**src/rtl/uart_fmt_pkg.sv**
```systemverilog
// ---------------------------------------------------------------------------
// uart_fmt_pkg
// Shared definitions for the BCD-to-ASCII UART frame sender:
//   - state_t      : frame sequencer state encoding
//   - ASCII_*      : byte constants used when building a frame
//   - ACK_TIMEOUT  : cycles to wait for the transmitter to report busy
//   - digit_char() : BCD nibble to ASCII digit ('?' for nibbles above 9)
// ---------------------------------------------------------------------------
package uart_fmt_pkg;

    typedef enum logic [2:0] {
        ST_IDLE,
        ST_LOAD,
        ST_NEXT,
        ST_SEND,
        ST_ACK,
        ST_WAIT,
        ST_DONE
    } state_t;

    localparam logic [7:0] ASCII_MINUS = 8'h2D;
    localparam logic [7:0] ASCII_DOT   = 8'h2E;
    localparam logic [7:0] ASCII_QMARK = 8'h3F;
    localparam logic [7:0] ASCII_CR    = 8'h0D;
    localparam logic [7:0] ASCII_LF    = 8'h0A;
    localparam logic [7:0] ASCII_ZERO  = 8'h30;

    localparam int ACK_TIMEOUT = 4;

    function automatic logic [7:0] digit_char(input logic [3:0] nib);
        return (nib > 4'd9) ? ASCII_QMARK : (ASCII_ZERO | {4'h0, nib});
    endfunction

endpackage

```
**src/rtl/bcd_ascii_fmt.sv**
```systemverilog
// ---------------------------------------------------------------------------
// bcd_ascii_fmt
// Combinational frame formatter. Given the captured BCD value, sign flag and
// a byte index, returns the byte at that position of the text frame and
// flags the final terminator byte.
// Ports:
//   snap_bcd  in  4*DIGITS  packed BCD, MS digit in the top nibble
//   snap_neg  in  1         emit a leading '-'
//   char_idx  in  IDX_W     position within the frame
//   char_out  out 8         byte at char_idx
//   is_last   out 1         char_idx addresses the final LF
// ---------------------------------------------------------------------------
module bcd_ascii_fmt
    import uart_fmt_pkg::*;
#(
    parameter int DIGITS      = 3,
    parameter int DP_POS      = 1,
    parameter int CRLF        = 0,
    parameter int LZ_SUPPRESS = 1,
    parameter int IDX_W       = 3
) (
    input  logic [4*DIGITS-1:0] snap_bcd,
    input  logic                snap_neg,
    input  logic [IDX_W-1:0]    char_idx,
    output logic [7:0]          char_out,
    output logic                is_last
);

    // Walk every candidate byte of the frame in order; pos counts the bytes
    // actually emitted so far, so the candidate whose pos equals char_idx is
    // the one selected. Suppressed leading zeros simply do not advance pos.
    always_comb begin : p_fmt
        logic [IDX_W-1:0] pos;
        logic             lead;
        char_out = ASCII_LF;
        is_last  = 1'b0;
        pos      = '0;
        lead     = (LZ_SUPPRESS != 0);

        if (snap_neg) begin
            if (pos == char_idx) char_out = ASCII_MINUS;
            pos = pos + IDX_W'(1);
        end

        for (int d = DIGITS - 1; d >= 0; d--) begin
            if (DP_POS > 0 && d == DP_POS - 1) begin
                if (pos == char_idx) char_out = ASCII_DOT;
                pos = pos + IDX_W'(1);
            end
            // Index DP_POS is the digit just left of the point (or the last
            // digit when there is no point); it and everything right of it
            // always print. Invalid nibbles are non-zero and end suppression.
            if (snap_bcd[4*d +: 4] != 4'h0 || d <= DP_POS) lead = 1'b0;
            if (!lead) begin
                if (pos == char_idx) char_out = digit_char(snap_bcd[4*d +: 4]);
                pos = pos + IDX_W'(1);
            end
        end

        if (CRLF != 0) begin
            if (pos == char_idx) char_out = ASCII_CR;
            pos = pos + IDX_W'(1);
        end

        if (pos == char_idx) begin
            char_out = ASCII_LF;
            is_last  = 1'b1;
        end
    end

endmodule

```
**src/rtl/uart_send_bcd_frame.sv**
```systemverilog
// ---------------------------------------------------------------------------
// uart_send_bcd_frame
// Captures a packed BCD value and sign, formats it as an ASCII line
// ("-", digits, optional decimal point, LF or CRLF) and streams it byte by
// byte into uart_tx. Frames start on a start pulse or every PERIOD_MS while
// auto_en is high.
// Ports:
//   sys_clk       in   system clock
//   sys_rst_n     in   asynchronous reset, active low
//   start         in   single-cycle frame request (ignored while busy)
//   auto_en       in   periodic frame enable
//   bcd_in        in   4*DIGITS packed BCD, MS digit in the top nibble
//   neg           in   value is negative
//   uart_tx_busy  in   transmitter busy
//   uart_en       out  one-cycle send strobe
//   uart_din      out  byte to send, held until the next byte
//   busy          out  frame in progress
//   frame_done    out  one-cycle pulse after the last byte
// ---------------------------------------------------------------------------
module uart_send_bcd_frame
    import uart_fmt_pkg::*;
#(
    parameter int CLK_FREQ    = 12_000_000,
    parameter int DIGITS      = 3,
    parameter int DP_POS      = 1,
    parameter int PERIOD_MS   = 1000,
    parameter int CRLF        = 0,
    parameter int LZ_SUPPRESS = 1
) (
    input  logic                sys_clk,
    input  logic                sys_rst_n,
    input  logic                start,
    input  logic                auto_en,
    input  logic [4*DIGITS-1:0] bcd_in,
    input  logic                neg,
    input  logic                uart_tx_busy,
    output logic                uart_en,
    output logic [7:0]          uart_din,
    output logic                busy,
    output logic                frame_done
);

    localparam int IDX_W      = $clog2(DIGITS + 5);
    localparam int PERIOD_CYC = CLK_FREQ / 1000 * PERIOD_MS;
    localparam int PCNT_W     = (PERIOD_CYC > 1) ? $clog2(PERIOD_CYC) : 1;

    state_t                state;
    state_t                state_nxt;
    logic [PCNT_W-1:0]     per_cnt;
    logic                  tick;
    logic                  tick_pend;
    logic [4*DIGITS-1:0]   snap_bcd;
    logic                  snap_neg;
    logic [IDX_W-1:0]      char_idx;
    logic [2:0]            ack_cnt;
    logic [7:0]            fmt_char;
    logic                  fmt_last;

    bcd_ascii_fmt #(
        .DIGITS      (DIGITS),
        .DP_POS      (DP_POS),
        .CRLF        (CRLF),
        .LZ_SUPPRESS (LZ_SUPPRESS),
        .IDX_W       (IDX_W)
    ) u_fmt (
        .snap_bcd (snap_bcd),
        .snap_neg (snap_neg),
        .char_idx (char_idx),
        .char_out (fmt_char),
        .is_last  (fmt_last)
    );

    // Free-running period counter; the tick is latched so a tick landing
    // mid-frame fires once the sequencer is back in IDLE (start-to-start).
    assign tick = auto_en && (per_cnt == PCNT_W'(PERIOD_CYC - 1));

    always_ff @(posedge sys_clk or negedge sys_rst_n) begin
        if (!sys_rst_n) begin
            per_cnt   <= '0;
            tick_pend <= 1'b0;
        end else if (!auto_en) begin
            per_cnt   <= '0;
            tick_pend <= 1'b0;
        end else begin
            per_cnt <= tick ? '0 : per_cnt + PCNT_W'(1);
            if (tick)                  tick_pend <= 1'b1;
            else if (state == ST_LOAD) tick_pend <= 1'b0;
        end
    end

    always_ff @(posedge sys_clk or negedge sys_rst_n) begin
        if (!sys_rst_n) state <= ST_IDLE;
        else            state <= state_nxt;
    end

    always_comb begin
        state_nxt = state;
        case (state)
            ST_IDLE: if (start || (auto_en && tick_pend)) state_nxt = ST_LOAD;
            ST_LOAD: state_nxt = ST_SEND;
            ST_SEND: if (!uart_tx_busy) state_nxt = ST_ACK;
            // A transmitter that never reports busy must not hang the frame.
            ST_ACK: begin
                if (uart_tx_busy)                           state_nxt = ST_WAIT;
                else if (ack_cnt == 3'(ACK_TIMEOUT - 1))    state_nxt = ST_NEXT;
            end
            ST_WAIT: if (!uart_tx_busy) state_nxt = ST_NEXT;
            ST_NEXT: state_nxt = fmt_last ? ST_DONE : ST_SEND;
            ST_DONE: state_nxt = ST_IDLE;
            default: state_nxt = ST_IDLE;
        endcase
    end

    always_comb begin
        busy       = (state != ST_IDLE) && (state != ST_DONE);
        frame_done = (state == ST_DONE);
    end

    // Snapshot, byte index and the registered send strobe / data byte.
    always_ff @(posedge sys_clk or negedge sys_rst_n) begin
        if (!sys_rst_n) begin
            snap_bcd <= '0;
            snap_neg <= 1'b0;
            char_idx <= '0;
            ack_cnt  <= '0;
            uart_en  <= 1'b0;
            uart_din <= 8'h00;
        end else begin
            uart_en <= 1'b0;
            case (state)
                ST_LOAD: begin
                    snap_bcd <= bcd_in;
                    snap_neg <= neg;
                    char_idx <= '0;
                end
                ST_SEND: begin
                    if (!uart_tx_busy) begin
                        uart_en  <= 1'b1;
                        uart_din <= fmt_char;
                        ack_cnt  <= '0;
                    end
                end
                ST_ACK:  ack_cnt <= ack_cnt + 3'd1;
                ST_NEXT: if (!fmt_last) char_idx <= char_idx + IDX_W'(1);
                default: ;
            endcase
        end
    end

endmodule
```
**config.mk**
```make
export PLATFORM = sky130hd
export DESIGN_NAME = uart_send_bcd_frame
export DESIGN_NICKNAME = d
export VERILOG_FILES = /design/src/rtl/uart_fmt_pkg.sv /design/src/rtl/bcd_ascii_fmt.sv /design/src/rtl/uart_send_bcd_frame.sv
export SDC_FILE = /design/constraint.sdc
export NUM_CORES = 1
export LEC_CHECK = 0
export CORE_ASPECT_RATIO = 0.8
export CORE_MARGIN = 5
export CORE_UTILIZATION = 50
export DETAILED_ROUTE_END_ITERATION = 7
export GPL_TIMING_DRIVEN = 0
export PLACE_DENSITY_LB_ADDON = 0.1
export SYNTH_ARGS = -nofsm -noshare
export SYNTH_HDL_FRONTEND = slang
export SYNTH_SLANG_ARGS = --single-unit
```
**constraint.sdc**
```tcl
create_clock -name sys_clk -period 5.15 [get_ports sys_clk]
set_input_delay 0.7725 -clock sys_clk [delete_from_list [all_inputs] [get_ports sys_clk]]
set_output_delay 0.7725 -clock sys_clk [all_outputs]
set_load 0.01 [all_outputs]
```
==> results.sh <==
export IMPL_cts_resized=0
export IMPL_final_cell_mix="dfrtp_1 (54), nor2_1 (34), clkdlybuf4s50_1 (25)"
export IMPL_place_gp_congestion=0.837
export IMPL_yosysUniqueCellTypes=54
export IMPL_required_ns=4.38
export IMPL_cts_tree="built"
export IMPL_ys_ff_latch=54
export IMPL_finalMaxSlewViolations=0
export IMPL_overflow=0
export IMPL_rows=25
export IMPL_syn_area_um2=2930
export IMPL_arrival_ns=2.11
export IMPL_rsz0062_at_grt="false"
export IMPL_die_w_um=95.6
export IMPL_tns_ns=0
export IMPL_ys_seq_area_frac=0.461
export IMPL_antenna_found_initial=0
export IMPL_slew_headroom=0.617
export IMPL_synth_edf_count=0
export IMPL_final_cells=416
export IMPL_total_power_mw=1.64
export IMPL_finalSetupViolations=0
export IMPL_clock_sinks=54
export IMPL_leakagePower_nw=1.49
export IMPL_end_kind="output port"
export IMPL_totalWireLength_um=5940
export IMPL_via_count=2228
export IMPL_io_pins=29
export IMPL_layout_nets=361
export IMPL_antennaDiodeCount=0
export IMPL_hold_viol=0
export IMPL_worstRegToRegCells=8
export IMPL_fin_ws_ns=2.26
export IMPL_crit_fanout=10
export IMPL_power_per_cell_area_nw_per_um2=483
export IMPL_tightest_slew_ns=0.573
export IMPL_drc=0
export IMPL_grt_usage=0.175
export IMPL_viasPerCell=5.36
export IMPL_final_util=0.588
export IMPL_netlist_instances=299
export IMPL_final_common_cell="dfrtp_1"
export IMPL_core_area_um2=5790
export IMPL_grt_max_degree=34
export IMPL_min_period_ns=2.89
export IMPL_startpoint_type="flip-flop"
export IMPL_path_clk_slew_ns=0.09
export IMPL_irDropWorstVdd_v=0.000269
export IMPL_dpl_cell_area_um2=3310
export IMPL_io_buffers=26
export IMPL_drtIter0Drc=155
export IMPL_dp_hpwl_um=4400
export IMPL_r2r_end="uart_din[3]"
export IMPL_start_util=0.506
export IMPL_clock_latency_ns=0.31
export IMPL_root_buffer="clkbuf_8"
export IMPL_post_cts_buffers=0
export IMPL_dp_cells=408
export IMPL_ys_flop_type="dfrtp_1"
export IMPL_dieArea_um2=7500
export IMPL_grt_first_pass_wirelength_um=10400
export IMPL_design_area_um2=3400
export IMPL_holdBufCountCts=0
export IMPL_fin_skew_ns=0.00884
export IMPL_die_h_um=78.5
export IMPL_hold_slack_ns=0.418
export IMPL_cts_max_level=2
export IMPL_min_period_over_period=0.561
export IMPL_cts_made_buffers=5
export IMPL_max_clock_freq_ghz=0.346
export IMPL_synth_avg_cell_area_um2=9.80
export IMPL_wl_per_cell_um=14.3
export IMPL_async_flop_share=1.00
export IMPL_rrSetupSlack_ns=2.30
export IMPL_outcome="finished clean"
export IMPL_final_layout_size_suffix_gt1_frac=0.0985
export IMPL_ys_warn_count=0
export IMPL_grt_pass1_vias=2180
export IMPL_crit_type="reg -> out"
export IMPL_dr_pass1_iters=4
export IMPL_hp_class="in -> async"
export IMPL_reg2reg_from="snap_bcd[9]"
export IMPL_drv_cap=0
export IMPL_cts_path_max_buffers=2
export IMPL_ant_nets=0
export IMPL_synthToLayoutAreaGrowth_pct=16.1
export IMPL_pre_cts_ws_ns=2.30
export IMPL_startpoint="state[1]"
-- kinds of logic (layout without fill, tap and decap cells) --
family / count (synthesis) / in the layout / share of synthesized area
xor+xnor: 31 / 31 / 0.0927
buf+inv: 26 / 61 / 0.0376
compound gates: 48 / 48 / 0.110
fa+ha+maj: 9 / 9 / 0.0384
other cells: 1 / 2 / 0.00128
mux: 14 / 14 / 0.0530
simple gates: 116 / 116 / 0.205
flops: 54 / 54 / 0.461
-- synth_stat cells, types with 3 or more instances --
master    count  area share
nand3_1      13       0.022
o21ai_0      15       0.026
mux2_2       11       0.042
buf_2         4      0.0068
xor2_1       21       0.063
dfrtp_1      54        0.46
ha_1          9       0.038
nor2_1       34       0.044
nand4_1      10       0.021
inv_1        11       0.014
nand2_1      24       0.031
and3_1        4      0.0085
a221oi_1      3      0.0090
and2_1        4      0.0085
or3_1         3      0.0064
nor3_1        4      0.0068
o21ai_1       3      0.0051
a21oi_1       6       0.010
xnor2_1      10       0.030
clkbuf_1      8       0.010
-- critical path, cell delays in order, from the launching register on --
cell and delay (ns):
dfrtp_1 0.40, clkbuf_1 0.34, nor2b_1 0.20, or3_1 0.38, clkdlybuf4s50_1 0.48
-- report_power, final --
group / switching, mW / internal, mW / total [mW]
registers: 0.0835 / 0.531 / 0.615
logic: 0.415 / 0.369 / 0.784
clock network: 0.135 / 0.109 / 0.243
total: 0.633 / 1.01 / 1.64
-- state kept, by name, indices dropped and copies added (netlist names) --
name       cells
state          3
uart_din       6
per_cnt       24
uart_en        1
snap_bcd      12
ack_cnt        3
snap_neg       1
char_idx       3
tick_pend      1
-- worst max path at each step --
stage / cells past startpoint / slack, ns / endpoint
finish: 4 / 2.26 / busy
CTS: 4 / 2.24 / busy
floorplan: 8 / 2.50 / uart_din[3]
detailed placement: 8 / 2.30 / uart_din[3]
global placement: 1 / 1.61 / ack_cnt[1]
global route: 4 / 2.09 / busy
-- per-layer routing --
layer / vias up / wire length [µm] / track usage
met5: - / 0 / 0
met4: 0 / 61 / 0.0511
met3: 5 / 207 / 0.0316
met2: 38 / 2610 / 0.261
met1: 1070 / 3060 / 0.257
li1: 1115 / - / -
-- cell type report --
cell class / count / area [µm²]
buffer: 14 / 65.1
clock buffer: 7 / 86.3
clock inverter: 1 / 5.00
fill: 519 / 2390
inverter: 12 / 45.0
multi-input combinational: 220 / 1470
sequential: 54 / 1350
tap: 81 / 101
timing repair buffer: 27 / 275
(Power assumes the default switching activity.)
